$ cat src/rtl/dma_bus_arbiter_if.sv
// Bus-ownership handshake between the Amiga-side DMA master, the 68030 and the arbiter.
// All strobes and grants are active low; BUSOWN and DMA_ACTIVE are active high.
interface dma_bus_arbiter_if;
  logic BR20;
  logic BGACK20;
  logic AS20;
  logic AS30;
  logic BG30;
  logic BR30;
  logic BGACK30;
  logic BG20;
  logic BUSOWN;
  logic DMA_ACTIVE;

  modport master (
    input  BR20, BGACK20, AS20, AS30, BG30,
    output BR30, BGACK30, BG20, BUSOWN, DMA_ACTIVE
  );

  modport slave (
    output BR20, BGACK20, AS20, AS30, BG30,
    input  BR30, BGACK30, BG20, BUSOWN, DMA_ACTIVE
  );
endinterface

$ cat src/rtl/dma_bus_arbiter.sv
// Hands the Amiga-side bus between the 68030 path and Amiga DMA masters (BR/BG/BGACK translation).
// Optional feature macro DMA_HOLDOFF_EN: stretches RELEASE to HOLDOFF_CYCLES cycles (minimum 1).
//
// state     | meaning
// S_IDLE    | 68030 side owns the bus, no request pending
// S_REQ     | DMA request seen, BR30 asserted, waiting for a quiet granted bus
// S_GRANT   | BG20 asserted, waiting for BGACK20 (bounded by GRANT_TIMEOUT)
// S_DMA     | DMA master holds the bus, BGACK30 asserted on its behalf
// S_RELEASE | handshake negated, bridge still tristated before returning to IDLE
module dma_bus_arbiter #(
  parameter int SYNC_STAGES    = 2,
  parameter int GRANT_TIMEOUT  = 31,
  parameter int HOLDOFF_CYCLES = 4
) (
  input logic         CLKCPU,
  input logic         RESET,
  dma_bus_arbiter_if.master bus
);

  if (SYNC_STAGES < 2) begin : g_bad_sync
    $error("dma_bus_arbiter: SYNC_STAGES must be at least 2");
  end
  if (HOLDOFF_CYCLES < 0) begin : g_bad_holdoff
    $error("dma_bus_arbiter: HOLDOFF_CYCLES must not be negative");
  end

  typedef enum logic [2:0] {
    S_IDLE,
    S_REQ,
    S_GRANT,
    S_DMA,
    S_RELEASE
  } state_t;

  localparam int CW = (GRANT_TIMEOUT < 1) ? 1 : $clog2(GRANT_TIMEOUT + 1);
  localparam logic [CW-1:0] GRANT_MAX  = CW'(GRANT_TIMEOUT);
  // grant_cnt holds GRANT cycles already spent, so the grant lasts GRANT_TIMEOUT cycles (at least one)
  localparam logic [CW-1:0] GRANT_LAST = CW'((GRANT_TIMEOUT < 1) ? 0 : GRANT_TIMEOUT - 1);

  state_t state;
  state_t state_nxt;

  logic [SYNC_STAGES-1:0] br20_sync;
  logic [SYNC_STAGES-1:0] bgack20_sync;
  logic [SYNC_STAGES-1:0] as20_sync;
  logic                   br20_s;
  logic                   bgack20_s;
  logic                   as20_s;

  logic [CW-1:0] grant_cnt;
  logic          grant_expired;
  logic          release_done;

  logic br30_q;
  logic bgack30_q;
  logic bg20_q;
  logic busown_q;
  logic dma_active_q;

  assign br20_s        = br20_sync[SYNC_STAGES-1];
  assign bgack20_s     = bgack20_sync[SYNC_STAGES-1];
  assign as20_s        = as20_sync[SYNC_STAGES-1];
  assign grant_expired = (grant_cnt >= GRANT_LAST);

`ifdef DMA_HOLDOFF_EN
  localparam int HOLD_LEN = (HOLDOFF_CYCLES < 1) ? 1 : HOLDOFF_CYCLES;
  localparam int HW       = (HOLD_LEN < 2) ? 1 : $clog2(HOLD_LEN);

  // Down-counter loaded on RELEASE entry; zero marks the last dwell cycle.
  logic [HW-1:0] hold_cnt;

  assign release_done = (hold_cnt == '0);

  always_ff @(posedge CLKCPU or negedge RESET) begin
    if (!RESET) begin
      hold_cnt <= '0;
    end else if (state_nxt == S_RELEASE && state != S_RELEASE) begin
      hold_cnt <= HW'(HOLD_LEN - 1);
    end else if (state == S_RELEASE && hold_cnt != '0) begin
      hold_cnt <= hold_cnt - 1'b1;
    end
  end
`else
  assign release_done = 1'b1;
`endif

  always_comb begin
    state_nxt = state;
    case (state)
      S_IDLE: begin
        if (!br20_s) state_nxt = S_REQ;
      end
      S_REQ: begin
        if (br20_s)                               state_nxt = S_IDLE;
        else if (!bus.BG30 && bus.AS30 && as20_s) state_nxt = S_GRANT;
      end
      S_GRANT: begin
        if (!bgack20_s && as20_s) state_nxt = S_DMA;
        else if (br20_s)          state_nxt = S_RELEASE;
        else if (grant_expired)   state_nxt = S_RELEASE;
      end
      S_DMA: begin
        if (bgack20_s) state_nxt = S_RELEASE;
      end
      S_RELEASE: begin
        if (release_done) state_nxt = S_IDLE;
      end
      default: state_nxt = S_IDLE;
    endcase
  end

  // Outputs are decoded from the next state so they change on the same edge as the state.
  always_ff @(posedge CLKCPU or negedge RESET) begin
    if (!RESET) begin
      state        <= S_IDLE;
      br20_sync    <= '1;
      bgack20_sync <= '1;
      as20_sync    <= '1;
      grant_cnt    <= '0;
      br30_q       <= 1'b1;
      bgack30_q    <= 1'b1;
      bg20_q       <= 1'b1;
      busown_q     <= 1'b1;
      dma_active_q <= 1'b0;
    end else begin
      state        <= state_nxt;
      br20_sync    <= {br20_sync[SYNC_STAGES-2:0], bus.BR20};
      bgack20_sync <= {bgack20_sync[SYNC_STAGES-2:0], bus.BGACK20};
      as20_sync    <= {as20_sync[SYNC_STAGES-2:0], bus.AS20};

      if (state != S_GRANT)            grant_cnt <= '0;
      else if (grant_cnt != GRANT_MAX) grant_cnt <= grant_cnt + 1'b1;

      br30_q       <= 1'b1;
      bgack30_q    <= 1'b1;
      bg20_q       <= 1'b1;
      busown_q     <= 1'b1;
      dma_active_q <= 1'b0;
      case (state_nxt)
        S_REQ: begin
          br30_q <= 1'b0;
        end
        S_GRANT: begin
          br30_q   <= 1'b0;
          bg20_q   <= 1'b0;
          busown_q <= 1'b0;
        end
        S_DMA: begin
          bgack30_q    <= 1'b0;
          busown_q     <= 1'b0;
          dma_active_q <= 1'b1;
        end
        S_RELEASE: begin
          busown_q <= 1'b0;
        end
        default: ;
      endcase
    end
  end

  assign bus.BR30       = br30_q;
  assign bus.BGACK30    = bgack30_q;
  assign bus.BG20       = bg20_q;
  assign bus.BUSOWN     = busown_q;
  assign bus.DMA_ACTIVE = dma_active_q;

endmodule

$ cat src/flat_wrapper.sv
// flat-port wrapper written by rule: the top's interface ports become plain ports
module dma_bus_arbiter_flat 
#(
  parameter int SYNC_STAGES    = 2,
  parameter int GRANT_TIMEOUT  = 31,
  parameter int HOLDOFF_CYCLES = 4
)
  (CLKCPU, RESET, bus_BR20, bus_BGACK20, bus_AS20, bus_AS30, bus_BG30, bus_BR30, bus_BGACK30, bus_BG20, bus_BUSOWN, bus_DMA_ACTIVE);
  dma_bus_arbiter_if bus_i ();
  input logic CLKCPU;
  input logic RESET;
  input wire logic [$bits(bus_i.BR20)-1:0] bus_BR20;
  input wire logic [$bits(bus_i.BGACK20)-1:0] bus_BGACK20;
  input wire logic [$bits(bus_i.AS20)-1:0] bus_AS20;
  input wire logic [$bits(bus_i.AS30)-1:0] bus_AS30;
  input wire logic [$bits(bus_i.BG30)-1:0] bus_BG30;
  output wire logic [$bits(bus_i.BR30)-1:0] bus_BR30;
  output wire logic [$bits(bus_i.BGACK30)-1:0] bus_BGACK30;
  output wire logic [$bits(bus_i.BG20)-1:0] bus_BG20;
  output wire logic [$bits(bus_i.BUSOWN)-1:0] bus_BUSOWN;
  output wire logic [$bits(bus_i.DMA_ACTIVE)-1:0] bus_DMA_ACTIVE;
  assign bus_i.BR20 = bus_BR20;
  assign bus_i.BGACK20 = bus_BGACK20;
  assign bus_i.AS20 = bus_AS20;
  assign bus_i.AS30 = bus_AS30;
  assign bus_i.BG30 = bus_BG30;
  assign bus_BR30 = bus_i.BR30;
  assign bus_BGACK30 = bus_i.BGACK30;
  assign bus_BG20 = bus_i.BG20;
  assign bus_BUSOWN = bus_i.BUSOWN;
  assign bus_DMA_ACTIVE = bus_i.DMA_ACTIVE;
  dma_bus_arbiter #(.SYNC_STAGES(SYNC_STAGES), .GRANT_TIMEOUT(GRANT_TIMEOUT), .HOLDOFF_CYCLES(HOLDOFF_CYCLES)) u_core (.CLKCPU(CLKCPU), .RESET(RESET), .bus(bus_i));
endmodule
$ cat config.mk
export PLATFORM = sky130hd
export DESIGN_NAME = dma_bus_arbiter_flat
export DESIGN_NICKNAME = d
export VERILOG_FILES = /design/src/rtl/dma_bus_arbiter_if.sv /design/src/rtl/dma_bus_arbiter.sv /design/src/flat_wrapper.sv
export SDC_FILE = /design/constraint.sdc
export NUM_CORES = 1
export LEC_CHECK = 0
export BUFFER_PORTS_ARGS = -buffer_cell sky130_fd_sc_hd__clkbuf_2
export CORE_UTILIZATION = 50
export CTS_BUF_LIST = sky130_fd_sc_hd__clkbuf_16
export DETAILED_ROUTE_END_ITERATION = 12
export PLACE_DENSITY = 0.74
export SYNTH_ARGS = -nofsm -noshare
export SYNTH_HDL_FRONTEND = slang
export SYNTH_SLANG_ARGS = --single-unit
$ cat constraint.sdc
create_clock -name CLKCPU -period 1.85 [get_ports CLKCPU]
set_input_delay 0.185 -clock CLKCPU [delete_from_list [all_inputs] [get_ports CLKCPU]]
set_output_delay 0.185 -clock CLKCPU [all_outputs]
set_load 0.1 [all_outputs]
# After elaboration in Yosys (flattened, before gate mapping)

Cells that the tools add are included.
W data, S select, Z words.

Magnitude comparators: 1
Add/subtract/negate cells: 1
Reduce and logical (&&, ||, !) cells: 9
Muxes and demuxes: 15
Equal/unequal tests: 9

Operators by type and width:

| operator              | count |
|---|---|
| $mux W3               | 7 |
| $eq A3 B2 Y1 const B  | 4 |
| $pmux W3 S4           | 1 |
| $mux W5               | 2 |
| $eq A3 B1 Y1 const B  | 2 |
| $add A5 B1 Y5 const B | 1 |
| $ge A5 B5 Y1 const B  | 1 |
| $mux W1               | 5 |
| $ne A5 B5 Y1 const B  | 1 |
| $eq A3 B3 Y1 const B  | 1 |
| $logic_and A1 B1 Y1   | 3 |
| $logic_not A3 Y1      | 1 |
| $ne A3 B2 Y1 const B  | 1 |
| $reduce_or A3 Y1      | 1 |
| $logic_not A1 Y1      | 2 |
| $reduce_bool A2 Y1    | 1 |
| $reduce_or A2 Y1      | 1 |

Output and inout port bits: 5
Flip-flop bits (word level): 19
Input port bits: 7
Logic and storage cells: 45

# Depth between registers and ports, before layout

Gate-level depths: netlist of the first run.

Depth in word-level cells: 9
Depth in mapped cells: 6
Gate-level depth less buffers: 6

# Least setup slack after synthesis of the first run

No wires, ideal clock.

Kind: register to register
Start: reg u_core.state[2]
End: reg u_core.br30_q, in the netlist u_core.bus.BR30
Stages on the path, launching flop included: 5
Buffers on the path: 1
Data arrival time: 1.522 ns
Library setup time: 0.083 ns
Required time: 1.767 ns
Period minus slack after synthesis: 1.605 ns
Setup slack: 0.245 ns
Cell sequence: dfrtp_1 -> or3b_1 -> buf_2 -> or3_1 -> a221o_1

Longest elaborated chain between the ends: 7
Elaborated cells between the ends (all ways): 16
Those cells by class: eq/ne (5); mux (9); reduce/logical (2)

RTL lines:

| item                                         | line                   | source |
|---|---|---|
| from (decl)                                  | dma_bus_arbiter.sv:40  | `state_t state;` |
| from (signal assigned)                       | dma_bus_arbiter.sv:126 | `state <= state_nxt;` |
| $mux W3                                      | dma_bus_arbiter.sv:100 | `else if (grant_expired) state_nxt = S_RELEASE;` |
| $mux W3                                      | dma_bus_arbiter.sv:99  | `else if (br20_s) state_nxt = S_RELEASE;` |
| $mux W3                                      | dma_bus_arbiter.sv:98  | `if (!bgack20_s && as20_s) state_nxt = S_DMA;` |
| $pmux W3 S4 (*)                              | dma_bus_arbiter.sv:89  | `case (state)` |
| $eq A3 B1 Y1 or $eq A3 B2 Y1 (tied branches) | dma_bus_arbiter.sv:139 | `case (state_nxt)` |
| $reduce_or A2 Y1 (no source line) (*)        | --                     |  |
| $mux W1 (*)                                  | dma_bus_arbiter.sv:139 |  |
| to (signal assigned)                         | dma_bus_arbiter.sv:134 | `br30_q <= 1'b1;` |
| to (signal assigned)                         | dma_bus_arbiter.sv:141 | `br30_q <= 1'b0;` |
| to (signal assigned)                         | dma_bus_arbiter.sv:144 | `br30_q <= 1'b0;` |
| to (decl)                                    | dma_bus_arbiter.sv:54  | `logic br30_q;` |

Every way passes the cells marked *; elsewhere a longest branch is shown, timed or not.
A chain may end at the register's enable or synchronous reset.

# Final worst setup path of the first run

Start: reg u_core.grant_cnt[0]
End: reg u_core.br30_q, in the netlist u_core.bus.BR30

Longest elaborated chain between the ends: 8
Elaborated cells between the ends (all ways): 9
Those cells by class: order compare (1); eq/ne (2); mux (5); reduce/logical (1)

RTL lines:

| item                                         | line                   | source |
|---|---|---|
| from (decl)                                  | dma_bus_arbiter.sv:50  | `logic [CW-1:0] grant_cnt;` |
| from (signal assigned)                       | dma_bus_arbiter.sv:132 | `else if (grant_cnt != GRANT_MAX) grant_cnt <= grant_cnt + 1'b1;` |
| $ge A5 B5 Y1 (*)                             | dma_bus_arbiter.sv:63  | `assign grant_expired = (grant_cnt >= GRANT_LAST);` |
| $mux W3 (*)                                  | dma_bus_arbiter.sv:100 |  |
| $mux W3 (*)                                  | dma_bus_arbiter.sv:99  |  |
| $mux W3 (*)                                  | dma_bus_arbiter.sv:98  |  |
| $pmux W3 S4 (*)                              | dma_bus_arbiter.sv:89  |  |
| $eq A3 B1 Y1 or $eq A3 B2 Y1 (tied branches) | dma_bus_arbiter.sv:139 |  |
| $reduce_or A2 Y1 (no source line) (*)        | --                     |  |
| $mux W1 (*)                                  | dma_bus_arbiter.sv:139 |  |

Marked as above.

==> results of run 1 <==
==> cells in the mapped netlist <==
cell type  count
buf_2          1
nand2_1        1
xnor2_1        1
or3_1          1
and3_1         1
xor2_1         2
a21oi_1        2
nand2b_1       2
nor4b_1        1
a221o_1        1
nor2_1         8
inv_1          2
or2_2          1
o2111a_1       1
nor2b_1        1
o2bb2a_1       1
ha_1           3
nand4b_1       2
dfstp_2       10
or3b_1         1
nor3_1         1
o21ai_0        1
mux2i_1        1
o21ba_2        1
dfrtp_1        9
==> power groups by stage <==
stage | Sequential (mW) | Clock [mW] | Combinational, mW
global route | 0.463 | 0.463 | 0.120
CTS | 0.460 | 0.452 | 0.115
finish | 0.460 | 0.436 | 0.114
detailed placement | 0.466 | 0 | 0.112
global placement | 0.465 | 0 | 0.111
floorplan | 0.525 | 0 | 0.0257
==> per-stage QoR <==
step	hold slack, ns	instance area (um^2)	setup WS [ns]
after CTS	0.009213	908.4	0.1330
after floorplan	-0.1106	742.0	0.2445
after global routing	0.006455	908.4	0.08454
after detailed placement	0.1465	818.3	0.1689
after global placement	0.1445	818.3	0.2520
final	0.01343	908.4	0.1280
==> metal layers <==
| metal | share of wire (%) | global-route usage, % |
|---|---|---|
| met1 | 45 | 19.08 |
| met3 | 3.1 | 6.667 |
| met2 | 51 | 30.95 |
| met4 | 1.2 | 15.00 |
| met5 | 0 | 0 |
==> layout by cell type, fill, tap and decap left out <==
| master | Yosys | layout |
|---|---|---|
| or3b_1 | 1 | 1 |
| nor3_1 | 1 | 1 |
| buf_4 | 0 | 1 |
| clkbuf_2 | 0 | 11 |
| dfrtp_1 | 9 | 9 |
| dlygate4sd3_1 | 0 | 1 |
| or2_2 | 1 | 1 |
| mux2i_1 | 1 | 1 |
| nor4b_1 | 1 | 1 |
| a221o_1 | 1 | 1 |
| a21oi_1 | 2 | 2 |
| clkbuf_16 | 0 | 3 |
| nor2b_1 | 1 | 1 |
| o2bb2a_1 | 1 | 1 |
| nand4b_1 | 2 | 2 |
| nand2b_1 | 2 | 2 |
| nor2_1 | 8 | 8 |
| nand2_1 | 1 | 1 |
| inv_1 | 2 | 2 |
| o21ba_2 | 1 | 1 |
| ha_1 | 3 | 3 |
| clkinv_2 | 0 | 1 |
| o2111a_1 | 1 | 1 |
| and3_1 | 1 | 1 |
| xnor2_1 | 1 | 1 |
| o21ai_0 | 1 | 1 |
| xor2_1 | 2 | 2 |
| or3_1 | 1 | 1 |
| dfstp_2 | 10 | 10 |
==> flip-flops by register name, summed over array words and instances, names as in the netlist <==
| register | cells |
|---|---|
| u_core.bus.BR30 | 1 |
| u_core.bus.BGACK30 | 1 |
| u_core.br20_sync | 2 |
| u_core.bus.BUSOWN | 1 |
| u_core.bus.DMA_ACTIVE | 1 |
| u_core.grant_cnt | 5 |
| u_core.as20_sync | 2 |
| u_core.state | 3 |
| u_core.bus.BG20 | 1 |
| u_core.bgack20_sync | 2 |
==> cell type report <==
cell class / instances / area [um^2]
clock buffers: 3 / 75.07
clock inverters: 1 / 5.005
fillers: 103 / 425.4
inverters: 2 / 7.507
multi-input cells: 34 / 241.5
flip-flops and latches: 19 / 488.0
well taps: 15 / 18.77
repair buffers: 13 / 72.57
==> worst reg2reg max path, stage by stage (launching register included) <==
cell	delay [ns]
dfrtp_1	0.42
inv_1	0.07
ha_1	0.19
o2111a_1	0.25
or3_1	0.39
a221o_1	0.34
==> kinds of logic (layout without fill, tap and decap cells) <==
| family | Yosys count | in the layout | synth area share [%] |
|---|---|---|---|
| and+or+nand+nor | 20 | 20 | 15.01 |
| DFF | 19 | 19 | 65.77 |
| AOI/OAI and AO/OA | 7 | 7 | 7.588 |
| adders and majority gates | 3 | 3 | 5.060 |
| xor gates and xnor gates | 3 | 3 | 3.542 |
| buffers and inverters | 3 | 19 | 1.686 |
| muxes | 1 | 1 | 1.349 |
==> worst min-delay path by stage <==
| stage | to | depth (start not counted) | slack (ns) |
|---|---|---|---|
| finish | u_core.as20_sync[0] | 1 | 0.01 |
| floorplan | u_core.bus.DMA_ACTIVE | 0 | -0.11 |
| global route | u_core.bgack20_sync[0] | 1 | 0.006 |
| CTS | u_core.br20_sync[0] | 1 | 0.009 |
| global placement | u_core.grant_cnt[2] | 1 | 0.14 |
| detailed placement | u_core.grant_cnt[3] | 1 | 0.15 |
==> results.md, run 1 <==
- The number of antenna diodes in the final layout is 0.
- The part of the Yosys area used for sequential elements is 65.77%.
- The height of the die is 40.52 um.
- In this run the number of H-tree levels came out at 1.
- Setup repair after global routing left no endpoint under its margin.
- The area growth from synthesis to layout is 22.43%.
- Cells fill 68.11% of the core in the end.
- Counting both buffers and inverters, the worst setup path holds a total of 1.
- The cell family contributing the most delay on the critical path is compound AO/OA/AOI/OAI gates.
- The post-route DRC violation count is 0.
- The startpoint identified for the worst hold timing path is bus_AS20.
- The buffer cell driving the clock tree root is clkbuf_16.
- In this run the worst path has a maximum fanout of 4.
- The first global-routing pass estimated 1.863 mm of wire.
- The CTS tree is done.
- The number of cells in the design after placement is 82.
- The net switching power figure is 0.2465 mW.
- In this run the critical register-to-register path is captured at u_core.bus.BR30.
- The overall routing resource usage is 18.86%.
- The worst-margin pin slew is 0.5416 ns.
- The port buffer count is 11.
- After clock tree synthesis, the clock-pin slew on the worst setup and hold paths is 0.05 ns.
- The worst hold path belongs to the class input port to flip-flop.
- The total grt overflow is 0.
- The cell count of the worst reg-to-reg path is 5.
- At the later pin of the worst-skew pair, clock insertion delay measures 0.25 ns.
- The count of max-cap constraint violations is 0.
- The overall via count from detail_route is 442.
- The clock network burns 43.2% of the power.
- CTS saw 19 sinks.
- The placeable core region is 1334 um^2.
- The required time at the endpoint of the critical path is 2.02 ns.
- In this run the worst setup path begins at u_core.grant_cnt[0].
- By area the synthesized netlist is led by dfstp_2 (35%), dfrtp_1 (30%), ha_1 (5.1%).
- Sequential cells burn 45.6% of the power.
- Yosys mapped the design onto 25 distinct sky130hd cell types.
- The overall power after layout is 1.010 mW.
- The cell area power density is 1112 nW/um^2.
- After clock tree synthesis, the repair step resized 0 gates.
- The hold buffer count at CTS is 1.
- The total iterations of the first detailed-routing run is 4.
- The final net count is 83.
- Counting the buffers created by CTS gives 3.
- The net count after synthesis is 66.
- The number of standard cells after synthesis is 56.
- The final RePlAce weighted congestion is 0.6998.
- For this block, the routed nets add up to 1.203 mm of wire.
- The worst setup path is launched from a flip-flop.
- The kind of end point of the critical path is a flip-flop.
- The switching part of the total power is 24.39%.
- The width of the die is 40.52 um.
- The critical path depth is 5.
- The floorplan die area is 1642 um^2.
- The routed via count divided by cell count is 5.080.
- Following the worst setup path forward leads to its endpoint at u_core.bus.BR30.
- In the final timing run, aggregate negative setup slack is 0 ns.
- Excluding fillers, the count of instances in the completed layout stands at 87.
- The number of I/O pins is 12.
- In the final layout, the share of cells above drive strength 1 is 38.89%.
- The worst slew margin relative to its limit is 64.05%.
- The slowest cell on the critical path is dfrtp_1.
- Averaged over all synthesized cells, the footprint is 13.25 um^2.
- Cell internal power was estimated by the tool at 0.7640 mW.
- The critical path goes through inv_1, ha_1, o2111a_1, or3_1, a221o_1.
- For this block, the initial DRC count from the detailed router was 3.
- The HPWL reported at the end of detailed placement is 829.5 um.
- Row generation in the floorplan step produced 13 rows.
- The run finished with clean final reports.
- Summed over its instances, the top area cell type makes up 35.41% of the synthesized netlist area.
- The number of warnings printed during yosys synthesis is 0.
- For this design the static power due to leakage is 0.4277 nW.
- Combinational cells account for 11.3% of the total power.
- The setup-violating endpoint count in the final report is 0.
- For this run, the slowest stage of the critical path takes 0.42 ns.
- The number of global-route vias before repair is 439.
- The maximum vdd ir drop is 0.0008201 V.
- The largest area contributor in the synthesized netlist is dfstp_2.
- The cell area after synthesis is 742.0 um^2.
- The final critical-path share of the clock period is 93.08%.
- Clock skew on the completed layout was measured at 0.001762 ns.
- The reg-to-reg critical path startpoint is u_core.grant_cnt[0].
- In this run the remaining antenna-violating nets after routing total 0.
- The setup check on the worst reg-to-reg path leaves a slack of 0.13 ns.
- Dividing the detail-routed wire length by the instance count gives 13.83 um.
- The starting density of the core is 55.63%.
- The pin count of the biggest net entering global routing is 20.
- Data on the critical path arrives at its endpoint at 1.90 ns.
- The initial antenna violation count is 0.
- The synthesized flop and latch total is 19.
- Static timing analysis puts the maximum clock frequency at 580.7 MHz.
- The final hold violation count is 0.
- The number of buffers inserted by post-CTS setup repair is 0.
- The worst setup path is of the flip-flop to flip-flop kind.
- The max-slew violation count is 0.
- The clock period minus final worst setup slack is 1.722 ns.
- The number of buffers between clock root and the deepest sink is 2.
Note: power is estimated with default switching activity, not from simulation.
==> run 2: changes to the inputs <==
Settings changed: CORE_MARGIN set to 2.
==> run 2 against run 1 <==
Net effect:
- register-to-register slack better by 0.04 ns
- count of clock-buffer cells in the layout did not move
- sequential power barely moved
- first-iteration DRC count grew 130%
- final area is the same
- die area rose by 10%
- critical endpoint unchanged
- largest cell class unchanged
- highest routed layer unchanged
==> results.md, run 2 (synthesis results as in run 1) <==
- The flow ran to the end, and the final reports show no timing, DRC or antenna violations.
- The peak per-stage delay on the critical path came to 0.42 ns (about the same).
- The port buffer count is 11 (unchanged).
- TritonCTS built the clock tree.
- The final RePlAce weighted congestion is 0.7373 (+5.4%).
- The kind of end point of the critical path is a flip-flop.
- The worst register-to-register path begins at u_core.grant_cnt[0].
- The clock edge transition at the registers on the reported setup and hold paths is 0.05 ns (about the same).
- The number of instances on the worst hold path is 1 (unchanged).
- The share of cells above drive strength 1 was 38.89% (unchanged).
- The pin count of the biggest net entering global routing is 20 (unchanged).
- The total negative setup slack is 0 ns (unchanged).
- The tree is rooted in a clkbuf_16.
- Counting flops per register, the top entry is u_core.grant_cnt.
- The overall power after layout is 1.004 mW (-0.64%).
- The routed via count divided by cell count is 5.276 (+3.8%).
- The register-to-register setup slack is 0.17 ns (+0.04 ns).
- The starting density of the core is 54.96% (-0.67 points).
- The number of core rows is 13 (unchanged).
- The type of the worst setup path is flip-flop to flip-flop.
- The total of fill cells in the finished design is 99 (-3.9%).
- The worst-margin pin slew is 0.5391 ns (-0.002486 ns).
- The clock period minus final worst setup slack is 1.679 ns (-0.04328 ns).
- The overall via count from detail_route came to 459 (+3.8%).
- The floorplan die area is 1808 um^2 (+10%).
- The area growth from synthesis to layout is 22.43% (unchanged).
- The worst setup path is launched from a flip-flop.
- The initial antenna violation count came to 0 (unchanged).
- Setup repair after global routing left no endpoint under its margin.
- The final net count was 83 (unchanged).
- The detailed router's first-iteration violation count is 7 (+4).
- The setup-violating endpoint count in the final report is 0 (unchanged).
- The clock network latency to the later pin of the worst-skew pair is 0.25 ns (about the same).
- The maximum vdd ir drop is 0.0006077 V (-26%).
- The aggregate routed wire length was 1.119 mm (-7.0%).
- The hold-critical path endpoint is u_core.as20_sync[0].
- The width of the die was 42.52 um (+4.9%).
- The total grt overflow came to 0 (unchanged).
- The largest fanout on the critical path is 4 (unchanged).
- The post-route non-filler standard cell count was 87 (unchanged).
- The post-detailed-route wirelength per cell is 12.86 um (-7.0%).
- The total iterations of the first detailed-routing run is 3 (-1).
- The worst slew margin relative to its limit is 64.21% (+0.17 points).
- The HPWL reported at the end of detailed placement was 728.1 um (-12%).
- The remaining antenna violation count after routing is 0 (unchanged).
- The flip-flop count of the largest register after layout is 5 (unchanged).
- The static leakage power was 0.4277 nW (unchanged).
- The final critical-path share of the clock period is 90.74% (-2.3 points).
- The height of the die is 42.52 um (+4.9%).
- The number of levels in the clock H-tree came to 1 (unchanged).
- The post-layout instance area came to 908.4 um^2 (unchanged).
- The worst setup skew after layout is 0.001600 ns (-0.0001625 ns).
- The largest registers in the layout are u_core.grant_cnt: 5 flops, u_core.state: 3 flops.
- The highest clock rate is 595.7 MHz (+2.6%).
- The final hold violation count is 0 (unchanged).
- The number of buffers inserted by post-CTS setup repair is 0 (unchanged).
- The number of I/O pins came to 12 (unchanged).
- The overall routing resource usage came to 15.28% (-3.6 points).
- The total number of clock tree sinks is 19 (unchanged).
- The antenna cell count is 0 (unchanged).
- The number of global-route vias before repair is 477 (+8.7%).
- The number of cells in the design after placement is 82 (unchanged).
- The number of buffers between clock root and the deepest sink is 2 (unchanged).
- The required time at the endpoint of the critical path is 2.02 ns (about the same).
- Walking the worst path, the cells encountered are inv_1, ha_1, o2111a_1, or3_1, a221o_1.
- The placeable core region came to 1350 um^2 (+1.2%).
- In this run the critical register-to-register path is captured at u_core.bus.BR30.
- The path class of the tightest hold or removal check is input port to flip-flop.
- The arrival time reported for the critical path endpoint is 1.85 ns (-0.05 ns).
- The start point of the worst hold path is bus_AS20.
- The library cell used most frequently in the layout, excluding fill and tap cells, is clkbuf_2.
- The cell area power density came to 1105 nW/um^2 (-0.64%).
- The post-route DRC violation count is 0 (unchanged).
- The cell count of the worst reg-to-reg path is 5 (unchanged).
- The top cell types in the final layout, fill and taps aside, are clkbuf_2 (11), dfstp_2 (10), dfrtp_1 (9).
- The count of max-cap constraint violations is 0 (unchanged).
- On the critical path, the stage with the largest delay is an instance of dfrtp_1.
- The global-route wire length before repair came to 2.021 mm (+8.5%).
- The TritonCTS buffer count came to 3 (unchanged).
- The max-slew violation count is 0 (unchanged).
- The pre-CTS setup slack is 0.2035 ns (+0.03455 ns).
- The slack of the critical path was 0.1713 ns (+0.04328 ns).
- The area after detailed placement was 818.3 um^2 (unchanged).
-- run 2: worst max path at each step --
stage | startpoint | endpoint | slack, ns | cells past startpoint
5_1_grt | u_core.grant_cnt[0] | u_core.bus.BR30 | 0.11 | 5
3_3_place_gp | u_core.grant_cnt[0] | u_core.bus.BR30 | 0.25 | 5
3_5_place_dp | u_core.grant_cnt[0] | u_core.bus.BR30 | 0.20 | 5
2_1_floorplan | u_core.state[2] | u_core.bus.BR30 | 0.24 | 4
6_report | u_core.grant_cnt[0] | u_core.bus.BR30 | 0.17 | 5
4_1_cts | u_core.grant_cnt[0] | u_core.bus.BR30 | 0.18 | 5
-- run 2: layout make-up --
class | count | area [um^2] | share of cell area, %
clock inverter | 1 | 5.005 | 0.5510
sequential | 19 | 488.0 | 53.72
inverter | 2 | 7.507 | 0.8264
clock buffer | 3 | 75.07 | 8.264
timing repair buffer | 13 | 72.57 | 7.989
tap | 15 | 18.77 | 2.066
multi-input combinational | 34 | 241.5 | 26.58
-- run 2: critical path, delay by kind of cell (launching register included) --
| family | cells | cell delay [ns] |
|---|---|---|
| compound gates | 2 | 0.56 |
| fa+ha+maj | 1 | 0.19 |
| buf+inv | 1 | 0.06 |
| flops | 1 | 0.42 |
| simple gates | 1 | 0.36 |
-- run 2: routing by layer --
metal  track usage, %  part of all wire, %  up-vias  wire, um
li1                 -                    -      224         -
met1            18.38                   48      219       534
met2            25.23                   46       12       515
met3            3.879                  3.7        4        41
met4            7.500                  2.4        0        27
met5                0                    0        -         0
-- run 2: power by group --
part | switching (mW) | internal (mW) | leakage, nW
combinational | 0.0857 | 0.0270 | 0.158
sequential | 0.0130 | 0.448 | 0.228
clock | 0.142 | 0.289 | 0.0409
total | 0.240 | 0.764 | 0.428
-- run 2: repair_timing --
action / CTS / global route
hold buffers: 1 / 0
endpoints found under the hold margin: 9 / 0
gates resized for setup: 0 / 0
-- run 2: stage by stage --
step	utilization, %	hold slack, ns
after floorplan	-	-0.1106
after global placement	60.61	0.1456
after detailed placement	60.61	0.1484
after CTS	67.28	0.01432
after global routing	67.28	0.01060
final	67.28	0.01628
